## src/rtl/uart_pkg.sv

```systemverilog
// Shared UART definitions: state encoding, default oversampling ratio and
// the ceil(log2) helper used to size counters. Used by both RX and TX sides.
package uart_pkg;

    localparam int OVERSAMPLE_DEFAULT = 16;

    typedef enum logic [2:0] {
        ST_IDLE   = 3'd0,
        ST_START  = 3'd1,
        ST_DATA   = 3'd2,
        ST_PARITY = 3'd3,
        ST_STOP   = 3'd4,
        ST_DONE   = 3'd5
    } uart_state_t;

    // Number of bits needed to count 0..value-1 (minimum 1).
    function automatic int clogb2(input int value);
        int width;
        width = 1;
        for (int i = 1; i < 32; i++) begin
            if ((1 << i) < value) begin
                width = i + 1;
            end
        end
        return width;
    endfunction

endpackage

```

## src/rtl/uart_rx_sync.sv

```systemverilog
// Two-flop synchroniser for the asynchronous RX line, plus a one-cycle
// delayed copy used to detect the high-to-low start edge. All flops reset
// to 1 so that leaving reset on an idle line never looks like an edge.
module uart_rx_sync (
    input  logic clk,
    input  logic i_rst,
    input  logic i_data,
    output logic o_rx_s,
    output logic o_rx_prev,
    output logic o_fall
);

    logic [1:0] sync_reg;
    logic       prev_reg;

    // Metastability chain followed by the edge-detect delay stage.
    always_ff @(posedge clk) begin
        if (i_rst) begin
            sync_reg <= 2'b11;
            prev_reg <= 1'b1;
        end else begin
            sync_reg <= {sync_reg[0], i_data};
            prev_reg <= sync_reg[1];
        end
    end

    assign o_rx_s    = sync_reg[1];
    assign o_rx_prev = prev_reg;
    assign o_fall    = prev_reg & ~sync_reg[1];

endmodule

```

## src/rtl/uart_rx_frame.sv

```systemverilog
// Parametrised UART receiver: NB_DATA data bits (LSB first), N_STOP stop
// bits, OVERSAMPLE i_tick pulses per bit. Rejects false starts by checking
// the line again in the middle of the start bit, and reports stop-bit
// (framing) errors. Optional parity checking is built when the macro
// UART_RX_PARITY_EN is defined; otherwise o_parity_err is tied to 0.
module uart_rx_frame
    import uart_pkg::*;
#(
    parameter int NB_DATA    = 8,
    parameter int N_STOP     = 1,
    parameter int OVERSAMPLE = OVERSAMPLE_DEFAULT
) (
    input  logic               clk,
    input  logic               i_rst,
    input  logic               i_tick,
    input  logic               i_data,
    input  logic               i_parity_odd,
    output logic [NB_DATA-1:0] o_data,
    output logic               o_rxdone,
    output logic               o_frame_err,
    output logic               o_parity_err
);

    localparam int TW = clogb2(OVERSAMPLE);
    localparam int BW = clogb2(NB_DATA);

    localparam logic [TW-1:0] TICK_MID  = TW'(OVERSAMPLE / 2 - 1);
    localparam logic [TW-1:0] TICK_END  = TW'(OVERSAMPLE - 1);
    localparam logic [BW-1:0] BIT_LAST  = BW'(NB_DATA - 1);
    localparam logic [BW-1:0] STOP_LAST = BW'(N_STOP - 1);

    logic rx_s;
    logic rx_prev;
    logic rx_fall;

    uart_rx_sync u_sync (
        .clk       (clk),
        .i_rst     (i_rst),
        .i_data    (i_data),
        .o_rx_s    (rx_s),
        .o_rx_prev (rx_prev),
        .o_fall    (rx_fall)
    );

    uart_state_t        state_reg;
    logic [TW-1:0]      tick_cnt_reg;
    logic [BW-1:0]      bit_cnt_reg;
    logic [NB_DATA-1:0] shift_reg;
    logic               ferr_flag_reg;
    logic [NB_DATA-1:0] data_reg;
    logic               rxdone_reg;
    logic               ferr_reg;
    logic               perr_reg;
    logic               perr_flag_reg;
    logic               unused_rx_prev;

    // The edge detector already folds rx_prev in; keep the level visible
    // here without leaving a dangling net.
    assign unused_rx_prev = rx_prev;

    // Frame FSM: counters advance only on i_tick; the cycle that leaves IDLE
    // clears the tick counter, so a coincident tick is not counted twice.
    always_ff @(posedge clk) begin
        if (i_rst) begin
            state_reg     <= ST_IDLE;
            tick_cnt_reg  <= '0;
            bit_cnt_reg   <= '0;
            shift_reg     <= '0;
            ferr_flag_reg <= 1'b0;
            perr_flag_reg <= 1'b0;
            data_reg      <= '0;
            rxdone_reg    <= 1'b0;
            ferr_reg      <= 1'b0;
            perr_reg      <= 1'b0;
        end else begin
            rxdone_reg <= 1'b0;
            case (state_reg)
                ST_IDLE: begin
                    tick_cnt_reg <= '0;
                    bit_cnt_reg  <= '0;
                    if (rx_fall) begin
                        ferr_flag_reg <= 1'b0;
                        perr_flag_reg <= 1'b0;
                        state_reg     <= ST_START;
                    end
                end
                ST_START: begin
                    if (i_tick) begin
                        if (tick_cnt_reg == TICK_MID) begin
                            tick_cnt_reg <= '0;
                            // Line back high at mid start bit: it was a glitch.
                            state_reg    <= rx_s ? ST_IDLE : ST_DATA;
                        end else begin
                            tick_cnt_reg <= tick_cnt_reg + 1'b1;
                        end
                    end
                end
                ST_DATA: begin
                    if (i_tick) begin
                        if (tick_cnt_reg == TICK_END) begin
                            tick_cnt_reg <= '0;
                            shift_reg    <= {rx_s, shift_reg[NB_DATA-1:1]};
                            if (bit_cnt_reg == BIT_LAST) begin
                                bit_cnt_reg <= '0;
`ifdef UART_RX_PARITY_EN
                                state_reg   <= ST_PARITY;
`else
                                state_reg   <= ST_STOP;
`endif
                            end else begin
                                bit_cnt_reg <= bit_cnt_reg + 1'b1;
                            end
                        end else begin
                            tick_cnt_reg <= tick_cnt_reg + 1'b1;
                        end
                    end
                end
                ST_PARITY: begin
`ifdef UART_RX_PARITY_EN
                    if (i_tick) begin
                        if (tick_cnt_reg == TICK_END) begin
                            tick_cnt_reg  <= '0;
                            perr_flag_reg <= ((^shift_reg) ^ rx_s) != i_parity_odd;
                            state_reg     <= ST_STOP;
                        end else begin
                            tick_cnt_reg <= tick_cnt_reg + 1'b1;
                        end
                    end
`else
                    state_reg <= ST_IDLE;
`endif
                end
                ST_STOP: begin
                    if (i_tick) begin
                        if (tick_cnt_reg == TICK_END) begin
                            tick_cnt_reg  <= '0;
                            ferr_flag_reg <= ferr_flag_reg | ~rx_s;
                            if (bit_cnt_reg == STOP_LAST) begin
                                // Publish the frame; outputs are valid while in DONE.
                                bit_cnt_reg <= '0;
                                state_reg   <= ST_DONE;
                                rxdone_reg  <= 1'b1;
                                data_reg    <= shift_reg;
                                ferr_reg    <= ferr_flag_reg | ~rx_s;
                                perr_reg    <= perr_flag_reg;
                            end else begin
                                bit_cnt_reg <= bit_cnt_reg + 1'b1;
                            end
                        end else begin
                            tick_cnt_reg <= tick_cnt_reg + 1'b1;
                        end
                    end
                end
                ST_DONE: begin
                    state_reg <= ST_IDLE;
                end
                default: begin
                    state_reg <= ST_IDLE;
                end
            endcase
        end
    end

    assign o_data      = data_reg;
    assign o_rxdone    = rxdone_reg;
    assign o_frame_err = ferr_reg;

`ifdef UART_RX_PARITY_EN
    assign o_parity_err = perr_reg;
`else
    logic unused_parity;
    assign unused_parity = i_parity_odd ^ perr_reg ^ perr_flag_reg;
    assign o_parity_err  = 1'b0;
`endif

endmodule

```

## config.mk

```make
export PLATFORM = sky130hd
export DESIGN_NAME = uart_rx_frame
export DESIGN_NICKNAME = d
export VERILOG_FILES = /design/src/rtl/uart_pkg.sv /design/src/rtl/uart_rx_sync.sv /design/src/rtl/uart_rx_frame.sv
export SDC_FILE = /design/constraint.sdc
export NUM_CORES = 1
export LEC_CHECK = 0
export CORE_AREA = 2 2 94 96
export DETAILED_ROUTE_END_ITERATION = 10
export DIE_AREA = 0 0 96 98
export PLACE_DENSITY_LB_ADDON = 0.2
export SLEW_MARGIN = 20
export SYNTH_ARGS = -nofsm -noshare
export SYNTH_HDL_FRONTEND = slang
export SYNTH_SLANG_ARGS = --single-unit
```

## constraint.sdc

```tcl
create_clock -name clk -period 2 [get_ports clk]
set_input_delay 0.4 -clock clk [delete_from_list [all_inputs] [get_ports clk]]
set_output_delay 0.4 -clock clk [all_outputs]
set_load 0.005 [all_outputs]
```

# After elaboration in Yosys (flattened, before gate mapping)
# Index checks and enable logic that the tools add are counted.
# W data, S select, Z words.
[totals]
input_bits = 5
wordCells = 75
output_inout_bits = 11
ff_bits = 89
[op_classes]
n_reduce_logical = 13
eq_ne = 16
muxes = 28
n_bitwise = 6
add_sub_neg = 2
[ops]
columns = ["cell", "count"]
rows = [
  ["$mux W32", 10],
  ["$pmux W32 S3", 2],
  ["$add A32 B1 Y32 const B", 2],
  ["$eq A32 B3 Y1 const B", 2],
  ["$eq A32 B4 Y1 const B", 1],
  ["$logic_not A32 Y1", 1],
  ["$mux W3", 9],
  ["$ne A2 B2 Y1 const B", 9],
  ["$pmux W3 S4", 1],
  ["$reduce_and A9 Y1", 1],
  ["$reduce_and A4 Y1", 2],
  ["$reduce_and A3 Y1", 2],
  ["$reduce_bool A3 Y1", 2],
  ["$reduce_and A5 Y1", 1],
  ["$mux W1", 4],
  ["$not A1 Y1", 4],
  ["$reduce_or A4 Y1", 1],
  ["$eq A3 B1 Y1 const B", 1],
  ["$eq A3 B2 Y1 const B", 1],
  ["$eq A3 B3 Y1 const B", 1],
  ["$logic_not A3 Y1", 1],
  ["$mux W2", 1],
  ["$ne A2 B1 Y1 const B", 1],
  ["$pmux W1 S2", 1],
  ["4 further kinds", 4],
]

# Longest topological paths before layout
# Gate-level depths: netlist of run 1.
[depth]
ltp_word = 5
mapped_depth = 9

# By module
# From an unflattened synthesis of run 1, not the netlist that was laid out.
[unflattened]
cells_unflattened = 549
hier_area_um2 = 4500.6
[modules_own_cells]
columns = ["mod", "seq_area_each_um2", "area_each_um2", "instances", "cells_each"]
rows = [
  ["uart_rx_frame", 1721.7, 4415.5, 1, 542],
  ["uart_rx_sync", 60.1, 85.1, 1, 7],
]

# Worst setup path after synthesis of run 1
# OpenSTA, ideal clock, no wires.
[synth_path]
path_kind = "reg-to-reg"
start = "register tick_cnt_reg[19]"
end = "register shift_reg[7]"
path_slack_ns = -0.184
arrival_ns = 2.057
stages_incl_launch_ff = 8
period_less_slack_ns = 2.184
path_buffers = 1
required_ns = 1.872
path_cell_list = "dfxtp_1 buf_6 nor4_4 nand4_2 or3b_4 nor4_4 mux2i_1 nor2_1"
[synth_via]
elab_chain_cells = 2
[synth_lines]
columns = ["item", "line_no", "text"]
rows = [
  ["from (decl)", "uart_rx_frame.sv:46", "logic [TW-1:0] tick_cnt_reg;"],
  ["from (signal assigned)", "uart_rx_frame.sv:94", "tick_cnt_reg <= tick_cnt_reg + 1'b1;"],
  ["from (signal assigned)", "uart_rx_frame.sv:114", "tick_cnt_reg <= tick_cnt_reg + 1'b1;"],
  ["from (signal assigned)", "uart_rx_frame.sv:150", "tick_cnt_reg <= tick_cnt_reg + 1'b1;"],
  ["$eq A32 B4 Y1", "uart_rx_frame.sv:100", "if (tick_cnt_reg == TICK_END) begin"],
  ["$reduce_and A3 Y1 (no source line)", "n/a", ""],
  ["to (signal assigned)", "uart_rx_frame.sv:102", "shift_reg <= {rx_s, shift_reg[NB_DATA-1:1]};"],
  ["to (decl)", "uart_rx_frame.sv:48", "logic [NB_DATA-1:0] shift_reg;"],
]
# Every way passes these cells.
# A chain may end at the register's enable or synchronous reset.

# Final worst setup path of run 1
[layout_path]
start = "register tick_cnt_reg[17]"
end = "register bit_cnt_reg[31]"
[layout_via]
elab_chain_cells = 3
elab_cells_between_ends = 4
classes_between = "3 x eq/ne; 1 x reduce/logical"
[layout_lines]
columns = ["item", "line_no", "text"]
rows = [
  ["$eq A32 B4 Y1 *", "uart_rx_frame.sv:100, uart_rx_frame.sv:135", ""],
  ["$ne A2 B2 Y1 (no source line)", "n/a", ""],
  ["$reduce_and A5 Y1 (no source line) *", "n/a", ""],
  ["to (signal assigned)", "uart_rx_frame.sv:111", "bit_cnt_reg <= bit_cnt_reg + 1'b1;"],
  ["to (signal assigned)", "uart_rx_frame.sv:147", "bit_cnt_reg <= bit_cnt_reg + 1'b1;"],
  ["to (decl)", "uart_rx_frame.sv:47", "logic [BW-1:0] bit_cnt_reg;"],
]
# Every way passes the cells marked *; elsewhere a longest branch is shown, timed or not.

==> flow_summary.json, run 1 <==
{
  "netlist.area_leader.share": 0.3934,
  "start_kind": "flip-flop",
  "die_w_um": 96,
  "place_hpwl_mm": 8.213,
  "grt_pass1_wl_mm": 21.33,
  "diodes": 0,
  "violations": "setup timing",
  "setup_viol": 85,
  "setup_slack_ns": -0.3172,
  "drv_cap": 0,
  "placed_area_sq_mm": 0.005697,
  "slew_violations": 0,
  "p_per_area_mw_per_mm2": 494.8,
  "fmax_ghz": 0.4316,
  "layout_commonest_cell": "buf_4",
  "crit_arrival_ns": 2.63,
  "synth-edff-count": 0,
  "grt_max_degree": 27,
  "min_period_ns": 2.317,
  "first_pass_iters": 5,
  "worstSetupEndpointType": "flip-flop",
  "seq_area_frac_synth": 0.3934,
  "min-delay-start": "u_sync.sync_reg[0]",
  "via_count": 4821,
  "initial_utilization": 0.5350,
  "synthDistinctLibCells": 56,
  "grt_usage": 0.2833,
  "netlist_instances": 548,
  "min_delay_worst_endpoint": "u_sync.sync_reg[1]",
  "cp_max_fo": 19,
  "finalPower_mw": 3.284,
  "placed_cells": 762,
  "critPathMaxStageDelay_ns": 0.49,
  "yosys_warnings": 0,
  "netlist_area_sq_mm": 0.004529,
  "area.growth.synth_to_final_pct": 46.52,
  "die_h_um": 98,
  "hold_violations": 0,
  "r2r-end": "bit_cnt_reg[31]",
  "viasPerCell": 6.034,
  "gp_congestion": 0.8802,
  "final_area_sq_mm": 0.006636,
  "r2r_slack_ns": -0.32,
  "syn_nets": 556,
  "clk_latency_ns": 0.37,
  "nets": 694,
  "leakage_nw": 2.367,
  "path_common_cell": "buf_4",
  "antenna_found_initial": 0,
  "worst_hold_path_type": "flip-flop to flip-flop",
  "port_buffers": 13,
  "syn_avg_cell_area_sq_um": 8.265,
  "ys_top_cells_by_area": "dfxtp_1 (39%), nor2_1 (5.1%), nand2_1 (4.3%), nand3_1 (4.1%), nand4_1 (3.6%)",
  "ff2ff_path_depth": 10,
  "crit_required_ns": 2.32,
  "final_util": 0.7839,
  "die-area_sq_mm": 0.009408,
  "post_drt_wl_per_cell_um": 17.30,
  "clock-root-buffer": "clkbuf_8",
  "path_cells": "nor4_4 -> buf_4 -> nand4_4 -> buf_4 -> buf_6 -> or4_4 -> a21oi_4 -> buf_12 -> nand3b_1 -> nand3_1",
  "grt_setup_unrepaired": "yes",
  "final_cell_mix": "buf_4 (117), dfxtp_1 (79), nor2_1 (60)",
  "htreeDepth": 3,
  "cts_tree": "built",
  "outcome": "finished, violations left",
  "antenna_violating_nets_post_route": 0,
  "io_pins": 16,
  "ys_ff_latch": 89,
  "num_rows": 34,
  "final_cells": 799,
  "cts_sinks": 89,
  "synthArstFlopShare": 0,
  "synth-main-ff-cell": "dfxtp_1",
  "period_share": 1.159,
  "grt-ovfl-total": 0,
  "cts-buffers-inserted": 9,
  "ir_drop_uv": 435.9,
  "reg2reg_from": "tick_cnt_reg[17]",
  "drtIter0Drc": 272,
  "crit_type": "flip-flop to flip-flop",
  "drive_above_1_share": 0.3647,
  "drc": 0,
  "wirelength_mm": 13.82,
  "grt_pass1_vias": 4611,
  "synth_top_area_cell": "dfxtp_1",
  "critPathSlowestCell": "or4_4",
  "fp.coreArea_sq_mm": 0.008466,
  "min_delay_path_depth": 1,
  "cts_max_path_buffers": 2,
  "clk_pin_slew_ns": 0.10,
  "fin_worst_skew_ns": 0.008319
}
repair_timing:
action                     in CTS  in global routing
setup buffers                  10                  5
hold buffers                    0                  0
cloned                          5                  1
setup endpoints to repair      85                 86
gates resized for setup        58                 57
pin swaps                      37                 19
per-stage QoR:
stage,setup WS (ns),setup TNS [ns],hold WS (ns)
2_1_floorplan,-0.1844,-4.666,0.3895
3_3_place_gp,-0.6400,-36.29,0.3921
3_5_place_dp,-0.7684,-41.45,0.4039
4_1_cts,-0.2223,-8.134,0.4294
5_1_grt,-0.4841,-26.81,0.4412
6_report,-0.3172,-17.09,0.4276
routing by layer:
layer  wire length (um)  vias to the layer above  track usage
met3                581                       41      0.04861
met5                  0                        -            0
li1                   -                     2309            -
met2               7098                      150       0.4754
met4                428                        0       0.1033
met1               5713                     2321       0.3607
power by group:
| part | switching [mW] | internal [mW] | total (mW) | leakage (nW) |
|---|---|---|---|---|
| clock | 0.742 | 0.485 | 1.23 | 0.0947 |
| sequential | 0.00627 | 1.78 | 1.78 | 0.722 |
| combinational | 0.154 | 0.118 | 0.272 | 1.55 |
cell usage after synthesis (8+ instances only):
cell type	count
clkbuf_1	13
or4_1	10
nand2_1	52
xor2_1	8
nor4_1	24
o31ai_1	11
dfxtp_1	89
buf_2	8
mux2i_1	16
nor3_1	11
and2_1	8
o21ai_0	15
xnor2_1	16
nand3b_1	10
nor2_1	62
inv_1	9
a21oi_1	29
or3_1	10
a31oi_1	11
nand3_1	37
nand4_1	26
worst max-delay path: cells and delay by family (launching register included):
kind	cells	cell delay (ns)
compound gates	1	0.15
buf+inv	4	0.64
simple gates	5	1.13
flops	1	0.35
layout make-up:
cell class                 count  area [sq um]
multi-input combinational    426          3167
fill                         536          1829
sequential                    89          1794
timing repair buffer         151          1318
tap                          108         135.1
clock buffer                   9         123.9
clock inverter                 7         65.06
inverter                       9         33.78
worst max path at each step:
stage                                  to              from
final                     bit_cnt_reg[31]  tick_cnt_reg[17]
after global routing      bit_cnt_reg[25]   tick_cnt_reg[4]
after CTS                 bit_cnt_reg[15]  tick_cnt_reg[16]
after detailed placement  bit_cnt_reg[13]            i_tick
after global placement     bit_cnt_reg[8]            i_tick
after floorplan              shift_reg[7]  tick_cnt_reg[19]
logic make-up after synthesis:
logic type,share of synthesized area
xor gates and xnor gates,0.04641
muxes,0.03536
other,0.0008279
DFF,0.3934
AOI/OAI and AO/OA,0.1320
and+or+nand+nor,0.3470
buffers and inverters,0.03453
adders and majority gates,0.01050
Note: power is estimated with default switching activity, not from simulation.
==> inputs of run 2 (changes only) <==
- ABC_AREA: not set -> 1
- CORE_AREA: 2 2 94 96 -> 2 2 100 102
- DIE_AREA: 0 0 96 98 -> 0 0 102 104
==> run 2 against run 1 <==
Compared with the run above:
- the run now ends clean
- largest power group is now combinational logic
- first-iteration DRC count grew 43%
- fmax grew 24%
- register-to-register slack gained 0.45 ns
- power grew 88%
- worst setup slack gained 0.45 ns
- critical path type unchanged
- clock skew grew 0.0077 ns
==> flow_summary.json, run 2 <==
{
  "outcome": "completed",
  "ctsHoldBuffers": 0,
  "hold_ws_ns": 0.4682,
  "r2r_slack_ns": 0.13,
  "setup_viol": 0,
  "clk_latency_ns": 0.37,
  "drc": 0,
  "final_cells": 1024,
  "htreeDepth": 3,
  "antenna_violating_nets_post_route": 0,
  "placed_cells": 1003,
  "grt_max_degree": 37,
  "multi_input_area_sq_mm": 0.002957,
  "grt_usage": 0.2536,
  "finalPower_mw": 6.178,
  "min_period_ns": 1.868,
  "cts_sinks": 89,
  "placed_area_sq_mm": 0.005640,
  "fin_worst_skew_ns": 0.01598,
  "crit_family": "simple AND/OR/NAND/NOR gates",
  "diodes": 0,
  "yosysMostFrequentCell": "nand2_1",
  "drv_cap": 0,
  "hold_violations": 0,
  "worstMarginPinSlew_ns": 0.5062,
  "path_cells": "ha_2 -> nand3_2 -> nor2_1 -> nand2_1 -> nor2_2 -> nand2_1 -> nor2_2 -> buf_4 -> nor2_1 -> a211oi_1",
  "critPathMaxStageDelay_ns": 0.38,
  "yosys_warnings": 0,
  "gp_congestion": 0.9765,
  "via_count": 5501,
  "ys_ff_latch": 89,
  "die-area_sq_mm": 0.01061,
  "place_hpwl_mm": 9.568,
  "io_pins": 16,
  "synth-main-ff-cell": "dfxtp_1",
  "worst_hold_path_type": "flip-flop to flip-flop",
  "final_util": 0.6258,
  "cp_max_fo": 4,
  "syn_avg_cell_area_sq_um": 6.150,
  "fmax_ghz": 0.5354,
  "synthArstFlopShare": 0,
  "syn_nets": 855,
  "final_area_sq_mm": 0.005976,
  "place_ws_ns": 0.009254,
  "grt_pass1_wl_mm": 21.98,
  "first_pass_iters": 7,
  "n_fill_cell": 896,
  "worstSetupEndpointType": "flip-flop",
  "ir_drop_uv": 933.6,
  "clock-root-buffer": "clkbuf_8",
  "initial_utilization": 0.5455,
  "cts-buffers-inserted": 9,
  "viasPerCell": 5.372,
  "num_rows": 36,
  "synth-edff-count": 0,
  "ys_top_cells_by_area": "dfxtp_1 (34%), nand2_1 (16%), nor2_1 (10%), inv_1 (7.0%), a21oi_1 (5.7%)",
  "crit_type": "flip-flop to flip-flop",
  "p_per_area_mw_per_mm2": 1034,
  "synthDistinctLibCells": 39,
  "regArea_sq_mm": 0.001785,
  "synth_top_area_cell": "dfxtp_1",
  "nets": 894,
  "period_share": 0.9338,
  "relSlewSlack": 0.6600,
  "setup_slack_ns": 0.1324,
  "crit_arrival_ns": 2.13,
  "drtIter0Drc": 390,
  "clk_pin_slew_ns": 0.09,
  "start_kind": "flip-flop",
  "post_drt_wl_per_cell_um": 13.14,
  "critPathSlowestCell": "dfxtp_1",
  "netlist.area_leader.share": 0.3421,
  "die_h_um": 104,
  "cts_tree": "built",
  "area.growth.synth_to_final_pct": 14.72,
  "drive_above_1_share": 0.1021,
  "die_w_um": 102,
  "final_cell_mix": "nand2_1 (224), nor2_1 (139), inv_1 (97)",
  "wirelength_mm": 13.45,
  "netlist_instances": 847,
  "grt_pass1_vias": 4935,
  "cts_max_path_buffers": 2,
  "netlist_area_sq_mm": 0.005209,
  "seq_area_frac_synth": 0.3421,
  "crit_required_ns": 2.27,
  "ys_top_cells_by_count": "nand2_1 (226), nor2_1 (143), inv_1 (97)",
  "antenna_found_initial": 0,
  "slew_violations": 0,
  "leakage_nw": 2.335,
  "port_buffers": 13,
  "crit_buf_inv": 1,
  "layout_commonest_cell": "nand2_1",
  "fp.coreArea_sq_mm": 0.009549,
  "grt-ovfl-total": 0,
  "fin_tns_setup_ns": 0
}
[run 2: cell types whose count changed after synthesis, moves of 15 or more]
| cell | change |
|---|---|
| nor3_1 | +17 |
| nand2_1 | +174 |
| nand3_1 | +18 |
| mux2i_1 | -16 |
| nor2_1 | +81 |
| nor4_1 | -21 |
| a21oi_1 | +30 |
| inv_1 | +88 |
| xnor2_1 | -15 |
[run 2: cell families (layout without fill, tap and decap cells)]
| family | Yosys count | in the layout | share of synthesized area |
|---|---|---|---|
| buffers and inverters | 126 | 170 | 0.09632 |
| other | 1 | 1 | 0.0007199 |
| AOI/OAI and AO/OA | 110 | 110 | 0.1177 |
| xor gates and xnor gates | 12 | 12 | 0.02018 |
| and+or+nand+nor | 506 | 506 | 0.4158 |
| adders and majority gates | 3 | 3 | 0.007207 |
| DFF | 89 | 89 | 0.3421 |
[run 2: where the power goes]
| part | internal [mW] | switching [mW] |
|---|---|---|
| Sequential | 1.84 | 0.0655 |
| Clock | 0.743 | 0.668 |
| Combinational | 0.932 | 1.93 |
| Total | 3.51 | 2.67 |
[run 2: area by class of cell]
cell class	count	share of cell area
timing repair buffer	49	0.07391
multi-input combinational	632	0.4948
inverter	105	0.06637
sequential	89	0.2988
clock inverter	6	0.01528
clock buffer	10	0.02303
tap	133	0.02785
[run 2: path summary, 6_finish.rpt]
check,depth (start not counted),startpoint,end
setup / recovery,10,tick_cnt_reg[0],shift_reg[0]
hold / removal,1,u_sync.sync_reg[0],u_sync.sync_reg[1]
setup reg to reg,10,tick_cnt_reg[0],shift_reg[0]
hold reg to reg,1,u_sync.sync_reg[0],u_sync.sync_reg[1]
[run 2: per-layer routing]
| layer | part of all wire | vias up | track usage |
|---|---|---|---|
| met5 | 0 | - | 0 |
| met4 | 0.023 | 0 | 0.1114 |
| met3 | 0.054 | 27 | 0.03562 |
| met2 | 0.47 | 154 | 0.4032 |
| met1 | 0.45 | 2514 | 0.3395 |
| li1 | - | 2806 | - |
[run 2: timing repair]
action                     CTS  global route
setup buffers                0             4
gates resized for setup      0            15
setup endpoints to repair    0            64
hold endpoints to repair     0             0
[run 2: worst reg2reg max path, cell delays in order (launching register included)]
cell	delay [ns]
dfxtp_1	0.38
ha_2	0.22
nand3_2	0.10
nor2_1	0.12
nand2_1	0.11
nor2_2	0.18
nand2_1	0.08
nor2_2	0.18
buf_4	0.16
nor2_1	0.04
a211oi_1	0.21
==> edit 1 (config.mk and constraints of run 2) <==
Compare `tick_cnt_reg` against `TICK_MID` with >= in place of ==.
--- a/src/rtl/uart_rx_frame.sv
+++ b/src/rtl/uart_rx_frame.sv
@@ -87,5 +87,5 @@
                 ST_START: begin
                     if (i_tick) begin
-                        if (tick_cnt_reg == TICK_MID) begin
+                        if (tick_cnt_reg >= TICK_MID) begin
                             tick_cnt_reg <= '0;
                             // Line back high at mid start bit: it was a glitch.
Check against the original RTL: same outputs for any inputs over 10 cycles, from zero or initial values and one cycle with i_rst high; that may be too few to reach the edited logic, so the function may still have changed.
==> edit 1 against run 2 <==
- wire length up 6.2%
- setup slack worse by 0.013 ns
- total power fell by 2.8%
- sequential cell count unchanged
- synthesized area rose by 1.8%
- non-clock buffer count is 8 higher
- final area grew 1.4%
- clock skew up 0.0065 ns
==> edit 1: results <==
[route]
routed-wl-met2_mm = 6.19
post_drt_wl_per_cell_um = 13.6
first_drt_iteration_drcs = 444
met3_length_um = 987
vias_per_cell = 5.32
wl_met1_mm = 6.96
drtPass1Iterations = 5

[grt]
routing_usage_on_met1_pct = 42.0
globalRouteTotalUtil_pct = 27.4
gr-usage-met3_pct = 4.10
grt_max_degree = 48
wire_length_of_the_first_global_routing_pass_mm = 23.6

[layout]
count_of_buffers_not_belonging_to_the_clock_network_in_the_layout = 57
inverters_excl_clock = 88
fin_nets = 924
multiInputGateArea_sq_um = 3120
layout.comb_gates.multi_input = 671
fraction_of_standard_cell_area_that_is_sequential_pct = 29.5
final_cells = 1053
n_clock_buffer = 9
clock_network_area_fraction_pct = 2.79

[critical_path]
timing.reg2reg.worst_path_depth = 9
rr_endpoint = tick_cnt_reg[9]$_SDFFE_PP0P_
crit_path_top_delay_cell = sky130_fd_sc_hd__dfxtp_4
crit_path_end_kind = register

[power_and_ir_drop]
power-per-cell-area_nw_per_um2 = 991
power_switching_share_pct = 45.5
ir_worst_vdd_mv = 0.992
p_leak_nw = 2.29
comb_cell_power_mw = 2.95
power.share.sequential_pct = 31.9

[synth]
unique_cell_type_count_in_the_yosys_netlist = 36
post_synth_most_frequent_cells = sky130_fd_sc_hd__nand2_1, sky130_fd_sc_hd__nor2_1, sky130_fd_sc_hd__dfxtp_1
seq_area_frac_synth_pct = 33.6
synth-xor-area-share_pct = 3.14
synth-compound-area-share_pct = 9.23
synth_fa_ha_area_share_pct = 0.708

[status]
outcome = complete, no violations

[clock_tree]
clk_latency_ns = 0.37
cts_root_buf = sky130_fd_sc_hd__clkbuf_8

[timing]
tightestPinTransition_ns = 0.544

[place]
dpl.cell_count = 1036
gpl.final_weighted_congestion = 0.963
dp_hpwl_mm = 10.5
-- edit 1: worst min-delay path by stage --
stage                                                to  slack, ns
after floorplan           u_sync.sync_reg[1]$_SDFF_PP1_       0.39
after global placement    u_sync.sync_reg[1]$_SDFF_PP1_       0.39
after detailed placement  u_sync.sync_reg[1]$_SDFF_PP1_       0.40
after CTS                 u_sync.sync_reg[1]$_SDFF_PP1_       0.42
after global routing      u_sync.sync_reg[1]$_SDFF_PP1_       0.44
final                     u_sync.sync_reg[1]$_SDFF_PP1_       0.42
-- edit 1: stage by stage --
step	setup slack (ns)	cell area, sq um
after global routing	-0.0141	6060
after floorplan	0.234	5300
after detailed placement	-0.00661	5800
after CTS	-0.0238	5980
after global placement	0.0472	5800
final	0.119	6060
-- edit 1: repair_timing --
action / 4_1_cts / 5_1_grt
resized for setup: 1 / 21
setup buffers: 0 / 2
pin swaps: 0 / 3
setup endpoints to repair: 16 / 78
==> edit 2 (flow settings as in run 2) <==
Made on the original files. Build with the macro `UART_RX_PARITY_EN` defined.
--- a/src/rtl/uart_rx_frame.sv
+++ b/src/rtl/uart_rx_frame.sv
@@ -4,4 +4,6 @@
 // (framing) errors. Optional parity checking is built when the macro
 // UART_RX_PARITY_EN is defined; otherwise o_parity_err is tied to 0.
+`define UART_RX_PARITY_EN
+
 module uart_rx_frame
     import uart_pkg::*;
Behaviour: same outputs for any inputs over 10 cycles, from zero or initial values and one cycle with i_rst high; that may be too few to reach the edited logic, so the function may still have changed.
==> edit 2 against run 2 <==
- final area grew 7.4%
- wire length increased by 4.6%
- first-iteration DRC count decreased by 37%
- setup slack better by 0.012 ns
- total power increased by 2.1%
- synthesized area rose by 9.3%
- final cell count rose by 8.5%
- sequential cell count is 2 higher
- critical endpoint is now bit_cnt_reg[17]$_SDFFE_PP0P_
==> edit 2: results <==
[status]
outcome = complete, no violations

[layout]
layout.nonclk_buf_share_pct = 7.56
clock_network_area_fraction_pct = 2.73
final-seq-area_sq_um = 1830
fin_nets = 982
post_route_cells_drive_above_1_share_pct = 10.9
layout.comb_gates.multi_input = 720
layout.sequential_cells = 91
n_clock_buffer = 9
flow.area_growth_from_synthesis_pct = 12.7
inverters_excl_clock = 97
fill_cells = 919
post-route-cell-area_sq_um = 6420

[synth]
synth-compound-area-share_pct = 10.4
post_synth_most_frequent_cells = sky130_fd_sc_hd__nand2_1, sky130_fd_sc_hd__nor2_1, sky130_fd_sc_hd__dfxtp_1, sky130_fd_sc_hd__inv_1, sky130_fd_sc_hd__nand3_1
synthesis.instances = 932
seq_area_frac_synth_pct = 32.0
synth_top_cells_by_area = sky130_fd_sc_hd__dfxtp_1, sky130_fd_sc_hd__nand2_1, sky130_fd_sc_hd__nor2_1, sky130_fd_sc_hd__nand3_1, sky130_fd_sc_hd__inv_1
synth_nets = 941
synth_fa_ha_area_share_pct = 0.879

[timing]
fin_worst_hold_slack_ns = 0.445
final_period_minus_worst_setup_slack_ns = 1.86
worst_clock_skew_ns = 0.0102

[critical_path]
highest_cell_delay_on_the_worst_timing_path_ns = 0.42
path_max_fanout = 5
worstSetupEndpoint = bit_cnt_reg[17]$_SDFFE_PP0P_
rr_endpoint = bit_cnt_reg[17]$_SDFFE_PP0P_

[grt]
gr-usage-met3_pct = 3.36
globalRouteTotalUtil_pct = 27.1
grt_max_degree = 35
routing_usage_on_met1_pct = 36.8

[route]
met3_length_um = 617
wl_mm = 14.1
wl_met1_mm = 6.57
drtPass1Iterations = 5
drcViolationCount = 0
first_drt_iteration_drcs = 247
post_drt_wl_per_cell_um = 12.7
routed-wl-met2_mm = 6.54
routed-via-count = 5742

[place]
dp_hpwl_mm = 10.2
post_dp_cell_area_sq_um = 6170
pre_cts_worst_setup_slack_ns = 0.0370

[power_and_ir_drop]
p_leak_nw = 2.53
ir_worst_vdd_mv = 0.704

[clock_tree]
clk_latency_ns = 0.39
[edit 2: cell count changes in the layout (fill, tap and decap cells not counted), moves of 5 or more]
cell,run 2,this run
sky130_fd_sc_hd__nand2_1,224,268
sky130_fd_sc_hd__nor2_1,139,167
sky130_fd_sc_hd__nand3_1,54,76
sky130_fd_sc_hd__nand4_1,32,15
sky130_fd_sc_hd__nor3_1,28,18
sky130_fd_sc_hd__xor2_1,11,18
sky130_fd_sc_hd__inv_1,97,91
sky130_fd_sc_hd__o211ai_1,6,0
sky130_fd_sc_hd__o21ai_0,27,21
sky130_fd_sc_hd__a21oi_2,0,5
sky130_fd_sc_hd__nor2_4,0,5
sky130_fd_sc_hd__o21ai_1,4,9
[edit 2: power breakdown]
group / internal, mW / switching (mW) / total [mW]
clock: 0.460 / 0.719 / 1.18
combinational: 1.08 / 2.05 / 3.13
sequential: 1.90 / 0.102 / 2.00
total: 3.44 / 2.87 / 6.31
